<file path="config.mk">
export PLATFORM = sky130hd
export DESIGN_NAME = cuckoo_insert_ctrl_flat
export DESIGN_NICKNAME = d
export VERILOG_FILES = /design/src/rtl/cuckoo_insert_if.sv /design/src/rtl/cuckoo_insert_ctrl.sv /design/src/flat_wrapper.sv
export SDC_FILE = /design/constraint.sdc
export NUM_CORES = 1
export LEC_CHECK = 0
export CAP_MARGIN = 5
export CELL_PAD_IN_SITES_DETAIL_PLACEMENT = 1
export CELL_PAD_IN_SITES_GLOBAL_PLACEMENT = 1
export CORE_UTILIZATION = 38
export DETAILED_ROUTE_END_ITERATION = 8
export GPL_ROUTABILITY_DRIVEN = 1
export GPL_TIMING_DRIVEN = 0
export PLACE_DENSITY = 0.83
export SLEW_MARGIN = 30
export SYNTH_ARGS = -nofsm -noshare
export SYNTH_HDL_FRONTEND = slang
export SYNTH_SLANG_ARGS = --single-unit
export TNS_END_PERCENT = 100
</file>
<file path="constraint.sdc">
create_clock -name clk -period 5.1 [get_ports clk]
set_clock_uncertainty 0.05 [all_clocks]
set_input_delay 1.02 -clock clk [delete_from_list [all_inputs] [get_ports clk]]
set_output_delay 1.02 -clock clk [all_outputs]
set_load 0.01 [all_outputs]
</file>
<file path="src/rtl/cuckoo_insert_if.sv">
// Handshake bundle between the cuckoo insert controller, its key source and the table stages.
// The master modport is the controller; the slave modport is the surrounding environment.
interface cuckoo_insert_if #(
  parameter int WIDTH = 32,
  parameter int KW    = 5
);
  logic             in_valid;
  logic [WIDTH-1:0] in_key;
  logic             in_ready;

  logic             st_req;
  logic             st_sel;
  logic [WIDTH-1:0] st_key;
  logic             st_ack;
  logic             st_evict;
  logic [WIDTH-1:0] st_evict_key;

  logic             done_valid;
  logic             done_ok;
  logic             done_timeout;
  logic [KW-1:0]    done_kicks;
  logic [WIDTH-1:0] done_key;

  logic             busy;
  logic [15:0]      ins_count;
  logic [15:0]      fail_count;

  modport master (
    input  in_valid, in_key, st_ack, st_evict, st_evict_key,
    output in_ready, st_req, st_sel, st_key,
           done_valid, done_ok, done_timeout, done_kicks, done_key,
           busy, ins_count, fail_count
  );

  modport slave (
    output in_valid, in_key, st_ack, st_evict, st_evict_key,
    input  in_ready, st_req, st_sel, st_key,
           done_valid, done_ok, done_timeout, done_kicks, done_key,
           busy, ins_count, fail_count
  );
endinterface

</file>
<file path="src/rtl/cuckoo_insert_ctrl.sv">
// Cuckoo hash insert sequencer: alternates placement requests between the two table stages,
// re-driving each evicted key until it settles, the kick limit is hit, or a stage stops answering.
module cuckoo_insert_ctrl #(
  parameter int WIDTH       = 32,
  parameter int MAX_KICKS   = 16,
  parameter int KW          = 5,
  parameter int ACK_TIMEOUT = 64
) (
  input  logic            clk,
  input  logic            rst,
  cuckoo_insert_if.master bus
);

  typedef enum logic [1:0] {IDLE, REQ, GAP, DONE} state_t;

  localparam logic [KW:0]   MAXK_EXT = (KW+1)'(MAX_KICKS);
  localparam logic [KW-1:0] MAXK     = KW'(MAX_KICKS);
  localparam logic [7:0]    TMO_LAST = 8'(ACK_TIMEOUT - 1);

  state_t           state, state_n;
  logic [WIDTH-1:0] cur_key, cur_key_n;
  logic             sel, sel_n;
  logic [KW-1:0]    kicks, kicks_n;
  logic [7:0]       tmo, tmo_n;
  logic             d_ok, d_ok_n;
  logic             d_to, d_to_n;
  logic [KW-1:0]    d_kicks, d_kicks_n;
  logic [WIDTH-1:0] d_key, d_key_n;
  logic [15:0]      ins_cnt, ins_cnt_n;
  logic [15:0]      fail_cnt, fail_cnt_n;
  logic             kick_last;

  assign kick_last = (({1'b0, kicks} + (KW+1)'(1)) == MAXK_EXT);

  always_comb begin
    state_n    = state;
    cur_key_n  = cur_key;
    sel_n      = sel;
    kicks_n    = kicks;
    tmo_n      = tmo;
    d_ok_n     = d_ok;
    d_to_n     = d_to;
    d_kicks_n  = d_kicks;
    d_key_n    = d_key;
    ins_cnt_n  = ins_cnt;
    fail_cnt_n = fail_cnt;
    unique case (state)
      IDLE: begin
        if (bus.in_valid) begin
          cur_key_n = bus.in_key;
          sel_n     = 1'b0;
          kicks_n   = '0;
          tmo_n     = '0;
          state_n   = REQ;
        end
      end
      REQ: begin
        tmo_n = tmo + 8'd1;
        // An ack in the same cycle as the last timeout tick still wins.
        if (bus.st_ack) begin
          if (!bus.st_evict) begin
            state_n   = DONE;
            d_ok_n    = 1'b1;
            d_to_n    = 1'b0;
            d_kicks_n = kicks;
            d_key_n   = '0;
          end else if (kick_last) begin
            state_n   = DONE;
            d_ok_n    = 1'b0;
            d_to_n    = 1'b0;
            d_kicks_n = MAXK;
            d_key_n   = bus.st_evict_key;
          end else begin
            kicks_n   = kicks + KW'(1);
            cur_key_n = bus.st_evict_key;
            sel_n     = ~sel;
            state_n   = GAP;
          end
        end else if (tmo == TMO_LAST) begin
          state_n   = DONE;
          d_ok_n    = 1'b0;
          d_to_n    = 1'b1;
          d_kicks_n = kicks;
          d_key_n   = cur_key;
        end
      end
      GAP: begin
        tmo_n   = '0;
        state_n = REQ;
      end
      DONE: begin
        if (d_ok) begin
          if (ins_cnt != '1) ins_cnt_n = ins_cnt + 16'd1;
        end else begin
          if (fail_cnt != '1) fail_cnt_n = fail_cnt + 16'd1;
        end
        state_n = IDLE;
      end
      default: state_n = IDLE;
    endcase
  end

  always_ff @(posedge clk) begin
    if (rst) begin
      state    <= IDLE;
      cur_key  <= '0;
      sel      <= 1'b0;
      kicks    <= '0;
      tmo      <= '0;
      d_ok     <= 1'b0;
      d_to     <= 1'b0;
      d_kicks  <= '0;
      d_key    <= '0;
      ins_cnt  <= '0;
      fail_cnt <= '0;
    end else begin
      state    <= state_n;
      cur_key  <= cur_key_n;
      sel      <= sel_n;
      kicks    <= kicks_n;
      tmo      <= tmo_n;
      d_ok     <= d_ok_n;
      d_to     <= d_to_n;
      d_kicks  <= d_kicks_n;
      d_key    <= d_key_n;
      ins_cnt  <= ins_cnt_n;
      fail_cnt <= fail_cnt_n;
    end
  end

  assign bus.in_ready     = (state == IDLE);
  assign bus.busy         = (state != IDLE);
  assign bus.st_req       = (state == REQ);
  assign bus.st_sel       = sel;
  assign bus.st_key       = cur_key;
  assign bus.done_valid   = (state == DONE);
  assign bus.done_ok      = d_ok;
  assign bus.done_timeout = d_to;
  assign bus.done_kicks   = d_kicks;
  assign bus.done_key     = d_key;
  assign bus.ins_count    = ins_cnt;
  assign bus.fail_count   = fail_cnt;

endmodule

</file>
<file path="src/flat_wrapper.sv">
// flat-port wrapper written by rule: the top's interface ports become plain ports
module cuckoo_insert_ctrl_flat 
#(
  parameter int WIDTH       = 32,
  parameter int MAX_KICKS   = 16,
  parameter int KW          = 5,
  parameter int ACK_TIMEOUT = 64
)
  (clk, rst, bus_in_valid, bus_in_key, bus_st_ack, bus_st_evict, bus_st_evict_key, bus_in_ready, bus_st_req, bus_st_sel, bus_st_key, bus_done_valid, bus_done_ok, bus_done_timeout, bus_done_kicks, bus_done_key, bus_busy, bus_ins_count, bus_fail_count);
  cuckoo_insert_if #(.WIDTH(WIDTH), .KW(KW)) bus_i ();
  input  logic clk;
  input  logic rst;
  input wire logic [$bits(bus_i.in_valid)-1:0] bus_in_valid;
  input wire logic [$bits(bus_i.in_key)-1:0] bus_in_key;
  input wire logic [$bits(bus_i.st_ack)-1:0] bus_st_ack;
  input wire logic [$bits(bus_i.st_evict)-1:0] bus_st_evict;
  input wire logic [$bits(bus_i.st_evict_key)-1:0] bus_st_evict_key;
  output wire logic [$bits(bus_i.in_ready)-1:0] bus_in_ready;
  output wire logic [$bits(bus_i.st_req)-1:0] bus_st_req;
  output wire logic [$bits(bus_i.st_sel)-1:0] bus_st_sel;
  output wire logic [$bits(bus_i.st_key)-1:0] bus_st_key;
  output wire logic [$bits(bus_i.done_valid)-1:0] bus_done_valid;
  output wire logic [$bits(bus_i.done_ok)-1:0] bus_done_ok;
  output wire logic [$bits(bus_i.done_timeout)-1:0] bus_done_timeout;
  output wire logic [$bits(bus_i.done_kicks)-1:0] bus_done_kicks;
  output wire logic [$bits(bus_i.done_key)-1:0] bus_done_key;
  output wire logic [$bits(bus_i.busy)-1:0] bus_busy;
  output wire logic [$bits(bus_i.ins_count)-1:0] bus_ins_count;
  output wire logic [$bits(bus_i.fail_count)-1:0] bus_fail_count;
  assign bus_i.in_valid = bus_in_valid;
  assign bus_i.in_key = bus_in_key;
  assign bus_i.st_ack = bus_st_ack;
  assign bus_i.st_evict = bus_st_evict;
  assign bus_i.st_evict_key = bus_st_evict_key;
  assign bus_in_ready = bus_i.in_ready;
  assign bus_st_req = bus_i.st_req;
  assign bus_st_sel = bus_i.st_sel;
  assign bus_st_key = bus_i.st_key;
  assign bus_done_valid = bus_i.done_valid;
  assign bus_done_ok = bus_i.done_ok;
  assign bus_done_timeout = bus_i.done_timeout;
  assign bus_done_kicks = bus_i.done_kicks;
  assign bus_done_key = bus_i.done_key;
  assign bus_busy = bus_i.busy;
  assign bus_ins_count = bus_i.ins_count;
  assign bus_fail_count = bus_i.fail_count;
  cuckoo_insert_ctrl #(.WIDTH(WIDTH), .MAX_KICKS(MAX_KICKS), .KW(KW), .ACK_TIMEOUT(ACK_TIMEOUT)) u_core (.clk(clk), .rst(rst), .bus(bus_i));
endmodule
</file>
==> results of run 1 <==
state kept, by name, indices dropped and copies added, names as in the netlist:
name,count
u_core.bus.done_key,32
u_core.bus.st_key,32
u_core.bus.st_sel,1
u_core.bus.done_ok,1
u_core.bus.fail_count,16
u_core.bus.done_kicks,5
u_core.tmo,8
u_core.bus.done_timeout,1
u_core.bus.ins_count,16
u_core.state,2
u_core.kicks,5
stage by stage:
stage | cells | setup WS (ns) | hold WS (ns)
floorplan | 696 | 2.62 | 0.444
global placement | 1081 | 1.81 | 0.411
detailed placement | 1081 | 1.71 | 0.415
CTS | 1113 | 1.67 | 0.433
global route | 1113 | 1.53 | 0.448
finish | 1113 | 1.70 | 0.426
per-layer routing:
metal,part of all wire (%),vias up,track usage (%)
met1,42,3023,31.1
met2,50,180,48.2
met3,4.7,54,6.09
li1,-,2889,-
met5,0,-,0
met4,2.8,0,13.0
worst max-delay path, stage by stage, from the launching register on:
cell and delay (ns):
dfxtp_1 0.40, clkbuf_1 0.36, buf_1 0.42, and2_1 0.20, clkdlybuf4s50_1 0.53
cell type report:
cell class / instances / area (um2)
well taps: 211 / 264
plain buffers: 52 / 238
clock buffers: 23 / 478
multi-input cells: 485 / 3290
inverters: 40 / 150
fillers: 1783 / 6710
flip-flops and latches: 119 / 2380
repair buffers: 174 / 1740
clock inverters: 9 / 123
cell usage in the layout (no fill, tap or decap), types with 4 or more instances in the layout:
master,n
a211oi_1,32
a21o_1,4
a21oi_1,49
a31oi_1,7
and2_1,8
and3_1,6
buf_2,16
clkbuf_1,33
clkbuf_16,17
clkdlybuf4s50_1,174
clkinv_2,5
dfxtp_1,119
ha_1,5
inv_1,40
mux2i_1,34
nand2_1,56
nand3_1,23
nand3b_1,6
nand4_1,11
nor2_1,49
nor2b_1,34
nor3_1,39
nor3b_1,4
o2111ai_1,6
o21ai_0,11
o221ai_2,30
xnor2_1,14
xor2_1,15
cell families after synthesis:
logic type,synth area share (%)
mux,5.62
buf+inv,6.40
compound gates,21.8
xor+xnor,4.19
simple gates,21.7
fa+ha+maj,1.03
flops,39.3
power groups by stage:
stage,sequential (mW),combinational (mW),clock [mW]
after floorplan,1.02,0.161,0
after global placement,1.01,0.341,0
after detailed placement,1.02,0.352,0
after CTS,0.998,0.358,1.25
after global routing,1.00,0.381,1.30
final,0.998,0.358,1.24
final timing paths:
| path | endpoint | slack [ns] | cells past startpoint |
|---|---|---|---|
| max reg2reg | u_core.bus.st_key[13]$_SDFFE_PP0P_ | 2.50 | 7 |
| max | bus_done_valid | 1.70 | 4 |
| min | u_core.bus.done_kicks[4]$_SDFFE_PP0P_ | 0.43 | 1 |
| min reg2reg | u_core.bus.done_kicks[4]$_SDFFE_PP0P_ | 0.43 | 1 |
==> reports/qor.yml, run 1 <==
status: "complete, no violations"
ir_drop_mv: 0.232
cp-end-kind: "primary output"
fp.dieH_um: 128
syn_nets: 770
max_freq_mhz: 294
dr_total_vias: 6146
synth_top_area_share_pct: 39.3
synth_edf_count: 0
worst_slew_pin_slew_ns: 0.878
yosysUniqueCellTypes: 54
slew_violations: 0
clk_latency_ns: 0.43
fin_area_mm2: 0.00867
cts_setup_buffers: 0
crit_start: "u_core.state[1]$_SDFFE_PP0P_"
wl_per_cell_um: 19.9
dr.first_iter.drc_count: 254
max_slew_margin_pct: 41.5
nets: 963
cts_tree: "done"
p_seq_share_pct: 38.5
combPwrFrac_pct: 13.8
drc: 0
yosys_warnings: 0
gp_congestion: 0.848
vias_per_cell: 5.52
cts_inserted_buffers: 17
ioPinCount: 177
die_w_um: 128
h-tree-depth: 4
initial_core_util_pct: 39.4
ctsResizeCount: 0
ctsHoldBuffers: 0
path_clk_slew_ns: 0.05
cp_max_fo: 10
clockBufferDepth: 2
power_mw: 2.60
synth_area_leaders: "dfxtp_1, o221ai_2, mux2i_1"
grt_pass1_wl_um: 34600
coreArea_mm2: 0.0154
synth_seq_area_share_pct: 39.3
finalCriticalPeriod_ns: 3.40
synth.most_common_cell: "dfxtp_1"
cp.arrival_ns: 2.33
drive_gt1_share_pct: 9.42
required_ns: 4.03
port_buffers: 174
ant_nets: 0
p_int_mw: 1.94
p_clk_share_pct: 47.7
wl_um: 22100
hpwl_um: 15900
hold_viol: 0
p_leak_nw: 2.88
dieArea_mm2: 0.0165
min_from: "u_core.bus.done_kicks[4]$_SDFFE_PP0P_"
synth_common_cells: "dfxtp_1, nand2_1, a21oi_1, nor2_1, inv_1"
finalSetupViolCount: 0
postLayoutCoreUtil_pct: 56.4
hp-class: "reg2reg"
area_growth_pct: 43.0
rr_startpoint: "u_core.kicks[0]$_SDFFE_PP0P_"
synth-seq-cells: 119
cts-root-buf: "clkbuf_16"
setup_tns_ns: 0
startpoint_type: "flip-flop"
netlist_area_mm2: 0.00606
rows: 45
yosys.area.top_type: "dfxtp_1"
synth.avg_cell_area_um2: 8.71
place_area_mm2: 0.00807
antenna_found_initial: 0
grt_pass1_vias: 6562
yosys_most_used_dff: "dfxtp_1"
rsz0062_at_grt: "no"
drtPass1Iterations: 4
switching_share_pct: 25.4
async_flop_share_pct: 0
maxCapViolations: 0
track_usage_pct: 27.3
cts_num_sinks: 119
power_density_mw_per_mm2: 299
switchingPower_mw: 0.660
n_antenna_cell: 0
critPathKind: "reg2out"
period_share_pct: 66.6
grt_overflow: 0
syn_inst: 696
grt_max_degree: 17
Note: power is estimated with default switching activity, not from simulation.
==> run 2, diff against run 1 <==
- CORE_UTILIZATION: 38 -> 35
- PLACE_DENSITY: 0.83 -> 0.77
- clock period: 5.1 -> 3.2 ns (I/O delays scaled with it)
==> run 2 against run 1 <==
Critical path depth unchanged. Power up 49%. Wire length down 2.9%. Hold slack better by 0.011 ns. Combinational power up 58%. Utilization down 5.1 points. Global-route usage down 2.7 points. Critical endpoint unchanged.
==> reports/qor.yml, run 2 (synthesis gave the netlist of run 1 again) <==
status: "complete, no violations"  # unchanged
power_mw: 3.86  # was 2.60 mW
cpPeakStageDelay_ns: 0.53  # about the same
hp-class: "reg2reg"  # unchanged
cpMaxStageDelayCell: "clkdlybuf4s50_1"  # unchanged
finalNonFillerCells: 1118  # was 1113
rrSetupSlack_ns: 0.62  # was 2.50 ns
grt_overflow: 0  # unchanged
max_freq_mhz: 330
max_slew_margin_pct: 42.9  # was 41.5%
cts_setup_buffers: 0  # unchanged
gp_congestion: 0.810  # was 0.848
grt_pass1_vias: 6441  # was 6562
period_share_pct: 94.6
coreArea_mm2: 0.0168  # was 0.0154 mm2
cts-root-buf: "clkbuf_16"  # unchanged
dieArea_mm2: 0.0178  # was 0.0165 mm2
hpwl_um: 16000  # was 15900 um
setup_tns_ns: 0  # unchanged
finalCriticalPeriod_ns: 3.03
wl_um: 21500  # was 22100 um
worst_slew_pin_slew_ns: 0.857  # was 0.878 ns
ir_drop_mv: 0.388  # was 0.232 mV
rows: 47  # was 45
path_cells: "clkbuf_1, buf_1, and2_1, clkdlybuf4s50_1"  # unchanged
ctsResizeCount: 0  # unchanged
cp_max_fo: 10  # unchanged
critPathKind: "reg2out"  # unchanged
grt_pass1_wl_um: 34400  # was 34600 um
wl_per_cell_um: 19.2  # was 19.9 um
required_ns: 2.51  # was 4.03 ns
min_to: "u_core.bus.st_sel$_SDFFE_PP0P_"  # was u_core.bus.done_kicks[4]$_SDFFE_PP0P_
cts_tree: "done"  # unchanged
drtPass1Iterations: 4  # unchanged
p_leak_nw: 2.85  # was 2.88 nW
worstHoldPathCells: 1  # unchanged
clk_latency_ns: 0.42  # was 0.43 ns
reg2reg_depth: 8  # was 7
path_clk_slew_ns: 0.05  # about the same
hold_viol: 0  # unchanged
cp-end-kind: "primary output"  # unchanged
ctsHoldBuffers: 0  # unchanged
startpoint_type: "flip-flop"  # unchanged
min_from: "u_core.bus.st_sel$_SDFFE_PP0P_"  # was u_core.bus.done_kicks[4]$_SDFFE_PP0P_
n_antenna_cell: 0  # unchanged
cts_num_sinks: 119  # unchanged
dr_total_vias: 6004  # was 6146
nets: 963  # unchanged
antenna_found_initial: 0  # unchanged
ant_nets: 0  # unchanged
drc: 0  # unchanged
final_common_cell: "clkdlybuf4s50_1"  # unchanged
rr_startpoint: "u_core.tmo[0]$_SDFFE_PP0P_"  # was u_core.kicks[0]$_SDFFE_PP0P_
dr.first_iter.drc_count: 272  # was 254
r2r-end: "u_core.bus.done_key[13]$_SDFFE_PP0P_"  # was u_core.bus.st_key[13]$_SDFFE_PP0P_
grt_max_degree: 17  # unchanged
postLayoutCoreUtil_pct: 51.3  # was 56.4%
h-tree-depth: 4  # unchanged
finalSetupViolCount: 0  # unchanged
power_density_mw_per_mm2: 449  # was 299 mW/mm2
mostFrequentLayoutCells: "clkdlybuf4s50_1, dfxtp_1, nand2_1"  # unchanged
cts_inserted_buffers: 17  # unchanged
ioPinCount: 177  # unchanged
slew_violations: 0  # unchanged
fill_cells: 1940  # was 1783
dpl.cell_count: 1090  # was 1081
track_usage_pct: 24.6  # was 27.3%
maxCapViolations: 0  # unchanged
die_w_um: 134  # was 128 um
area_growth_pct: 41.8  # was 43.0%
clockBufferDepth: 2  # unchanged
drive_gt1_share_pct: 9.13  # was 9.42%
port_buffers: 174  # unchanged
cp.arrival_ns: 2.34  # was 2.33 ns
fp.dieH_um: 134  # was 128 um
rsz0062_at_grt: "no"  # unchanged
initial_core_util_pct: 36.2  # was 39.4%
vias_per_cell: 5.37  # was 5.52
-- run 2: cell count changes in the layout (fill, tap and decap cells not counted), sizes merged --
cell / delta
bufinv: -3
clkinvlp: -1
-- run 2: worst max path at each step --
stage / from / cells past startpoint / slack, ns / end
3_3_place_gp: bus_st_evict / 8 / 0.30 / u_core.bus.st_key[21]$_SDFFE_PP0P_
2_1_floorplan: bus_st_ack / 8 / 1.10 / u_core.bus.st_key[10]$_SDFFE_PP0P_
6_report: u_core.state[1]$_SDFFE_PP0P_ / 4 / 0.17 / bus_done_valid
3_5_place_dp: bus_st_evict / 8 / 0.18 / u_core.bus.st_key[6]$_SDFFE_PP0P_
5_1_grt: u_core.state[1]$_SDFFE_PP0P_ / 4 / 0.06 / bus_done_valid
4_1_cts: u_core.state[1]$_SDFFE_PP0P_ / 4 / 0.15 / bus_done_valid
-- run 2: critical path, delay by kind of cell (launching register included) --
family | cells | cell delay [ns]
buffers and inverters | 3 | 1.33
AND/OR/NAND/NOR | 1 | 0.20
flip-flops | 1 | 0.38
-- run 2: power breakdown --
part           leakage, nW  internal [mW]  switching, mW  total [mW]
combinational         1.62          0.273          0.292       0.565
clock                0.260           1.04          0.658        1.70
sequential           0.967           1.53         0.0549        1.59
-- run 2: metrics by stage --
stage,setup WS [ns],hold WS [ns],cell area [um2]
final,0.174,0.437,8590
after global routing,0.0580,0.456,8590
after CTS,0.146,0.432,8590
after detailed placement,0.181,0.421,8080
after global placement,0.297,0.416,8080
after floorplan,1.10,0.444,6060
-- run 2: final cells by class --
type | instances | area [um2] | area share, %
clock buffer | 23 | 488 | 5.68
inverter | 40 | 150 | 1.75
multi-input combinational | 485 | 3290 | 38.3
timing repair buffer | 174 | 1740 | 20.3
sequential | 119 | 2380 | 27.7
tap | 220 | 275 | 3.20
clock inverter | 5 | 25.0 | 0.291
buffer | 52 | 238 | 2.77
-- run 2: metal layers --
metal / GRT usage, % / share of wire (%) / vias up / wire length (um)
li1: - / - / 2871 / -
met1: 30.0 / 44 / 2950 / 9450
met2: 42.2 / 50 / 165 / 10600
met3: 6.35 / 5.1 / 18 / 1100
met4: 7.95 / 1.3 / 0 / 282
met5: 0 / 0 / - / 0
==> run 3, diff against run 2 <==
- CORE_UTILIZATION: 35 -> 47
- DONT_BUFFER_PORTS: default -> 1
==> run 3 against run 2 <==
Sequential share of layout area rose by 7.0 points. First-iteration DRC count shrank 7.4%. Final cell count decreased by 20%. Largest cell class unchanged. Hold slack got worse by 0.15 ns.
==> reports/qor.yml, run 3 (synthesis gave the netlist of run 1 again) <==
critPathKind: "reg2out"  # unchanged
grt_overflow: 0  # unchanged
vias_per_cell: 6.04  # was 5.37
finalCriticalPeriod_ns: 2.57  # was 3.03 ns
wl_per_cell_um: 20.7  # was 19.2 um
hpwl_um: 13400  # was 16000 um
cts_tree: "done"  # unchanged
coreArea_mm2: 0.0126  # was 0.0168 mm2
track_usage_pct: 28.5  # was 24.6%
ir_drop_mv: 0.291  # was 0.388 mV
die_w_um: 116  # was 134 um
max_slew_margin_pct: 42.8  # was 42.9%
ctsHoldBuffers: 0  # unchanged
slew_violations: 0  # unchanged
grt_max_degree: 17  # unchanged
cts_inserted_buffers: 17  # unchanged
rsz0062_at_grt: "no"  # unchanged
clockBufferDepth: 2  # unchanged
grt_pass1_vias: 5659  # was 6441
grt_pass1_wl_um: 29200  # was 34400 um
cp.arrival_ns: 1.88  # was 2.34 ns
worst_slew_pin_slew_ns: 0.858  # was 0.857 ns
p_leak_nw: 2.24  # was 2.85 nW
max_freq_mhz: 389  # was 330 MHz
fp.dieH_um: 116  # was 134 um
maxCapViolations: 0  # unchanged
nets: 789  # was 963
startpoint_type: "flip-flop"  # unchanged
cts_setup_buffers: 0  # unchanged
mostFrequentLayoutCells: "dfxtp_1, nand2_1, nor2_1, a21oi_1, inv_1"  # was clkdlybuf4s50_1, dfxtp_1, nand2_1
power_mw: 3.90  # was 3.86 mW
ant_nets: 0  # unchanged
power_density_mw_per_mm2: 568  # was 449 mW/mm2
ctsResizeCount: 0  # unchanged
drc: 0  # unchanged
ioPinCount: 177  # unchanged
antenna_found_initial: 0  # unchanged
cp_max_fo: 10  # unchanged
required_ns: 2.51  # about the same
port_buffers: 0  # was 174
drtPass1Iterations: 4  # unchanged
finalSetupViolCount: 0  # unchanged
fill_cells: 1501  # was 1940
cts-root-buf: "clkbuf_16"  # unchanged
dr.first_iter.drc_count: 252  # was 272
setup_tns_ns: 0  # unchanged
dr_total_vias: 5420  # was 6004
dieArea_mm2: 0.0134  # was 0.0178 mm2
path_clk_slew_ns: 0.05  # about the same
cts_num_sinks: 119  # unchanged
initial_core_util_pct: 48.0  # was 36.2%
status: "complete, no violations"  # unchanged
area_growth_pct: 13.2  # was 41.8%
rows: 41  # was 47
hp-class: "in2reg"  # was reg2reg
cp-end-kind: "primary output"  # unchanged
final_common_cell: "dfxtp_1"  # was clkdlybuf4s50_1
gp_congestion: 0.813  # was 0.810
drive_gt1_share_pct: 11.6  # was 9.13%
hold_viol: 0  # unchanged
h-tree-depth: 4  # unchanged
period_share_pct: 80.3  # was 94.6%
wl_um: 18600  # was 21500 um
n_antenna_cell: 0  # unchanged
clk_latency_ns: 0.42  # about the same
==> run 3: cell count changes in the layout (fill, tap and decap cells not counted), sizes merged <==
cell	previous run	this run
clkdlybuf4s50	174	0
bufinv	0	3
clkbuf	53	51
clkinvlp	0	1
==> run 3: final timing paths <==
kind	from	end	slack, ns	cells past startpoint
worst max-delay path	u_core.state[1]$_SDFFE_PP0P_	bus_done_valid	0.63	3
worst min-delay path	bus_st_evict	u_core.bus.done_ok$_SDFFE_PP0P_	0.28	1
worst max register to register	u_core.tmo[0]$_SDFFE_PP0P_	u_core.bus.done_key[14]$_SDFFE_PP0P_	0.64	8
worst min register to register	u_core.bus.done_kicks[1]$_SDFFE_PP0P_	u_core.bus.done_kicks[1]$_SDFFE_PP0P_	0.49	2
==> run 3: per-stage QoR <==
| stage | setup slack [ns] | instance area, um2 | hold slack, ns | cells | utilization, % |
|---|---|---|---|---|---|
| finish | 0.632 | 6860 | 0.285 | 898 | 54.4 |
| detailed placement | 0.430 | 6270 | 0.474 | 868 | 49.7 |
| floorplan | 1.10 | 6060 | 0.444 | 696 | - |
| global route | 0.480 | 6860 | 0.270 | 898 | 54.4 |
| CTS | 0.613 | 6860 | 0.265 | 898 | 54.4 |
| global placement | 0.582 | 6270 | 0.464 | 868 | 49.7 |
==> run 3: layout make-up <==
type                       instances  area [um2]  area share, %
clock inverter                     9         126           1.84
buffer                            52         238           3.46
multi-input combinational        485        3290           47.9
tap                              172         215           3.14
sequential                       119        2380           34.7
inverter                          40         150           2.19
clock buffer                      21         460           6.71
==> run 3: routing by layer <==
metal	routed length [um]	share of wire, %	GRT usage, %	vias to the layer above
met1	7560	41	32.1	2682
met3	1440	7.7	9.78	30
met5	0	0	0	-
li1	-	-	-	2536
met4	329	1.8	11.8	0
met2	9300	50	49.2	172
==> run 3: critical path, stage by stage, from the launching register on <==
cell      delay [ns]
dfxtp_1         0.40
clkbuf_1        0.38
buf_1           0.42
and2_1          0.25
==> run 3: where the power goes <==
part	total, mW	switching, mW	internal [mW]	leakage (nW)
Clock	1.94	0.685	1.25	0.289
Combinational	0.346	0.223	0.123	0.988
Sequential	1.62	0.0838	1.53	0.967
